**src/rtl/external_bus_responder.sv**
```systemverilog
// CPU external-bus responder: one-entry read cache in front of a req/ack memory port with timeout.
// Latency: read hit 1 cycle to cpu_done; miss/write 2 cycles minimum, TIMEOUT_CYCLES+1 on timeout.
// Backpressure: cpu_ready low outside IDLE; strobes arriving then are dropped and flagged in bus_error.
module external_bus_responder #(
    parameter int unsigned TIMEOUT_CYCLES = 15,
    parameter logic [7:0]  OPEN_BUS_VALUE = 8'hFF
) (
    input  logic        clk,
    input  logic        nrst,
    input  logic        cpu_access,
    input  logic        cpu_write,
    input  logic [7:0]  address_high,
    input  logic [7:0]  address_low,
    input  logic [7:0]  data_from_cpu,
    output logic [7:0]  data_to_cpu,
    output logic        cpu_ready,
    output logic        cpu_done,
    output logic        mem_req,
    output logic        mem_we,
    output logic [15:0] mem_addr,
    output logic [7:0]  mem_wdata,
    input  logic [7:0]  mem_rdata,
    input  logic        mem_ack,
    input  logic        cache_invalidate,
    input  logic        error_clear,
    output logic        bus_error
);

    typedef enum logic [1:0] {IDLE, REQ, DONE} state_t;

    localparam logic [7:0] TMO_LAST = 8'(TIMEOUT_CYCLES - 1);

    state_t      state, state_nxt;
    logic [7:0]  tmo_cnt;
    logic        cache_vld;
    logic [15:0] cache_addr;
    logic [7:0]  cache_dat;
    logic [15:0] cpu_addr;
    logic        accept, hit, acked, timed_out, cache_match;

    assign cpu_addr  = {address_high, address_low};
    assign cpu_ready = (state == IDLE);
    assign cpu_done  = (state == DONE);

    always_comb begin
        state_nxt   = state;
        accept      = 1'b0;
        hit         = 1'b0;
        acked       = 1'b0;
        timed_out   = 1'b0;
        cache_match = cache_vld && (cache_addr == mem_addr);
        case (state)
            IDLE: begin
                if (cpu_access) begin
                    accept    = 1'b1;
                    hit       = !cpu_write && cache_vld && (cache_addr == cpu_addr);
                    state_nxt = hit ? DONE : REQ;
                end
            end
            REQ: begin
                // ack takes priority over a coincident timeout
                if (mem_ack) begin
                    acked     = 1'b1;
                    state_nxt = DONE;
                end else if (tmo_cnt == TMO_LAST) begin
                    timed_out = 1'b1;
                    state_nxt = DONE;
                end
            end
            DONE:    state_nxt = IDLE;
            default: state_nxt = IDLE;
        endcase
    end

    always_ff @(posedge clk or negedge nrst) begin
        if (!nrst) state <= IDLE;
        else       state <= state_nxt;
    end

    always_ff @(posedge clk or negedge nrst) begin
        if (!nrst) begin
            data_to_cpu <= 8'h00;
            mem_req     <= 1'b0;
            mem_we      <= 1'b0;
            mem_addr    <= 16'h0000;
            mem_wdata   <= 8'h00;
            tmo_cnt     <= 8'h00;
            cache_vld   <= 1'b0;
            cache_addr  <= 16'h0000;
            cache_dat   <= 8'h00;
            bus_error   <= 1'b0;
        end else begin
            if (accept) begin
                if (hit) begin
                    data_to_cpu <= cache_dat;
                end else begin
                    mem_req   <= 1'b1;
                    mem_we    <= cpu_write;
                    mem_addr  <= cpu_addr;
                    mem_wdata <= data_from_cpu;
                    tmo_cnt   <= 8'h00;
                end
            end
            if (state == REQ) begin
                if (acked || timed_out) mem_req <= 1'b0;
                else                    tmo_cnt <= tmo_cnt + 8'd1;
                if (acked && !mem_we) begin
                    data_to_cpu <= mem_rdata;
                    cache_vld   <= 1'b1;
                    cache_addr  <= mem_addr;
                    cache_dat   <= mem_rdata;
                end
                if (acked && mem_we && cache_match)     cache_dat   <= mem_wdata;
                if (timed_out && !mem_we)               data_to_cpu <= OPEN_BUS_VALUE;
                // a failed write leaves the cached copy untrustworthy
                if (timed_out && mem_we && cache_match) cache_vld   <= 1'b0;
            end
            if (cache_invalidate) cache_vld <= 1'b0;
            if (timed_out || (cpu_access && state != IDLE)) bus_error <= 1'b1;
            else if (error_clear)                           bus_error <= 1'b0;
        end
    end

endmodule

```
**config.mk**
```make
export PLATFORM = sky130hd
export DESIGN_NAME = external_bus_responder
export DESIGN_NICKNAME = d
export VERILOG_FILES = /design/src/rtl/external_bus_responder.sv
export SDC_FILE = /design/constraint.sdc
export NUM_CORES = 1
export LEC_CHECK = 0
export ABC_AREA = 1
export CORE_MARGIN = 4
export CORE_UTILIZATION = 50
export CTS_CLUSTER_DIAMETER = 200
export DETAILED_ROUTE_END_ITERATION = 8
export DONT_BUFFER_PORTS = 1
export PLACE_DENSITY = 0.67
export SYNTH_ARGS = -nofsm -noshare
export SYNTH_HDL_FRONTEND = slang
export SYNTH_SLANG_ARGS = --single-unit
export TNS_END_PERCENT = 1
```
**constraint.sdc**
```tcl
create_clock -name clk -period 1.35 [get_ports clk]
set_input_delay 0.135 -clock clk [delete_from_list [all_inputs] [get_ports clk]]
set_output_delay 0.135 -clock clk [all_outputs]
set_load 0.01 [all_outputs]
```
==> results.json <==
{
  "crit_top_cell": "nand2_2",
  "netlist_area_sq_um": 3730,
  "clockBufferDepth": 2,
  "ys_types": 31,
  "num_io_pins": 76,
  "die_area_sq_um": 8900,
  "syn_avg_cell_area_sq_um": 7.31,
  "drive_gt1_share_pct": 23.7,
  "floorplan.initialDensity_pct": 51.4,
  "vias": 3708,
  "syn_inst": 510,
  "drt-initial-drc-count": 264,
  "insertion_delay_ns": 0.35,
  "die_h_um": 94.4,
  "period_share_pct": 123,
  "violations": "negative hold slack, negative setup slack",
  "finalInstanceArea_sq_um": 5130,
  "crit_path_start": "cache_addr[1]$_DFFE_PN0P_",
  "hp-class": "in -> async",
  "max_freq_mhz": 603,
  "syn_to_final_growth_pct": 37.7,
  "row_count": 31,
  "drc": 0,
  "nNetsFinal": 649,
  "timing.rr.start": "cache_addr[1]$_DFFE_PN0P_",
  "worstSetupPathType": "reg -> reg",
  "grt_pass1_vias": 3568,
  "leakagePower_nw": 2.63,
  "cts.sinks": 70,
  "finalSetupViolCount": 53,
  "setup_tns_ns": -12.36,
  "path_delay_family": "simple AND/OR/NAND/NOR gates",
  "place.gp.congestion": 0.888,
  "overflow": 0,
  "vias_per_cell": 5.20,
  "slowest_delay_ns": 0.43,
  "cp_num_buf_inv": 1,
  "hold_viol": 70,
  "drv.max_cap_violation_count": 0,
  "ir_drop_uv": 1290,
  "drv_slew": 0,
  "yosysSeqAreaShare_pct": 47.0,
  "cp_data_arrival_time_ns": 1.93,
  "syn_nets": 551,
  "tightest_slew_ns": 0.339,
  "hpwl_mm": 7.08,
  "antenna_found_initial": 0,
  "worstPathCellList": "nand2_2, nand2_1, nor2_2, nand2_2, nor2_4, nand3_4, nand2_8, buf_12, nand2_4, mux2i_2",
  "end_kind": "flip-flop",
  "timing.final.crit_period_ns": 1.66,
  "skew_ns": 0.0102,
  "cts_inserted_buffers": 9,
  "die-width_um": 94.4,
  "cp-start-kind": "flip-flop",
  "track_usage_pct": 25.2,
  "total_power_mw": 10.6,
  "wire_per_inst_um": 15.4,
  "coreArea_sq_um": 7250,
  "io_buffers": 0,
  "finalHoldWorstSlack_ns": -0.536,
  "slowest_stage": "dfrtp_1",
  "ys_ff_latch": 70,
  "relSlewSlack_pct": 77.4,
  "status": "finished with violations",
  "cp.required_ns": 1.62,
  "drtAntennaViolNets": 0,
  "path_clk_slew_ns": 0.08,
  "final_common_cell": "nand2_1",
  "place_area_sq_um": 4240,
  "cts_root_buffer": "clkbuf_8",
  "place_ws_ns": -0.304,
  "finalWorstSetupSlack_ns": -0.309,
  "most-common-layout-cells": "157 x nand2_1, 70 x dfrtp_1, 66 x inv_1, 54 x buf_4, 51 x nand3_1",
  "p_per_area_nw_per_um2": 2060,
  "grt_max_degree": 71,
  "drtPass1Iterations": 5,
  "rsz0062_at_grt": "yes",
  "htreeDepth": 3,
  "yosysWarnings": 0,
  "grt_pass1_wl_mm": 17.3,
  "crit_path_max_fanout": 7,
  "drt-total-wl_mm": 11.0,
  "cts_tree": "done"
}
[through the flow]
| stage | std cells | util, % |
|---|---|---|
| finish | 713 | 70.8 |
| global route | 712 | 70.7 |
| CTS | 707 | 67.7 |
| detailed placement | 652 | 58.4 |
| global placement | 652 | 58.4 |
| floorplan | 510 | - |
[cell families (layout without fill, tap and decap cells)]
kind of cell / after synthesis / count (layout) / share of synthesized area (%)
adder cells (fa/ha/maj): 2 / 2 / 0.671
AO/OA/AOI/OAI: 48 / 48 / 6.71
multiplexers: 1 / 1 / 0.268
buffers and inverters: 89 / 192 / 9.83
XOR/XNOR: 11 / 11 / 2.58
other: 0 / 1 / 0
AND/OR/NAND/NOR: 289 / 289 / 33.0
flip-flops: 70 / 70 / 47.0
[registers in the layout, summed over array words and instances (netlist names)]
| signal | flops |
|---|---|
| cache_addr | 16 |
| mem_addr | 16 |
| cache_dat | 8 |
| data_to_cpu | 8 |
| mem_wdata | 8 |
| tmo_cnt | 8 |
| state | 2 |
| bus_error | 1 |
| cache_vld | 1 |
| mem_req | 1 |
| mem_we | 1 |
[cells in the mapped netlist]
cell	count	area [sq um]
nand4_2	1	12.5
xor2_1	4	35.0
nor2_1	32	120
o21ai_0	40	200
buf_6	2	22.5
inv_4	1	6.26
buf_4	2	15.0
xnor2_1	7	61.3
dfrtp_1	70	1750
inv_2	6	22.5
o21bai_1	1	7.51
nand3_1	54	270
o21a_1	1	7.51
ha_1	2	25.0
nor3_1	3	15.0
mux2i_1	1	10.0
clkbuf_1	2	7.51
o21ai_1	2	10.0
nand2_1	178	668
buf_2	6	30.0
inv_1	70	263
a21boi_0	1	7.51
o211ai_1	1	7.51
nand4_1	6	37.5
a21oi_1	2	10.0
nor2_4	1	11.3
or2_1	1	6.26
or2_2	2	12.5
nand2_4	1	11.3
nor2_2	9	56.3
nand3b_1	1	7.51
[final cells by class]
class	instances	area, sq um
fill	570	2120
multi-input combinational	351	1800
sequential	70	1750
timing repair buffer	99	937
inverter	77	297
clock buffer	9	124
tap	99	124
clock inverter	7	98.8
antenna	1	2.50
[metal layers]
metal / global-route usage (%) / wire length [um] / vias up
li1: - / - / 1773
met1: 33.4 / 4600 / 1771
met2: 40.9 / 5370 / 144
met3: 6.37 / 832 / 20
met4: 7.34 / 200 / 0
met5: 0 / 0 / -
[power by group]
| group | switching (mW) | internal, mW | total, mW | leakage [nW] |
|---|---|---|---|---|
| Clock | 0.880 | 1.05 | 1.93 | 0.109 |
| Sequential | 0.874 | 2.99 | 3.87 | 0.881 |
| Combinational | 2.70 | 2.07 | 4.77 | 1.64 |
[path summary, 6_finish.rpt]
path	to	slack (ns)	cells past startpoint
worst max-delay path	tmo_cnt[6]$_DFF_PN0_	-0.31	10
worst min-delay path	mem_addr[13]$_DFFE_PN0P_	-0.54	0
worst max register to register	tmo_cnt[6]$_DFF_PN0_	-0.31	10
worst min register to register	cache_dat[2]$_DFFE_PN0P_	0.52	2
max in group asynchronous	tmo_cnt[3]$_DFF_PN0_	1.75	0
min in group clk	bus_error$_DFFE_PN0P_	0.20	4
[repair_timing]
item                                    4_1_cts  5_1_grt
endpoints found under the hold margin       105       71
gates cloned                                  1        2
resized for setup                            22       54
hold buffers                                 35        1
endpoints found under the setup margin       69       70
buffers inserted                              3        3
pin swaps                                     3       18
Note: power is estimated with default switching activity, not from simulation.
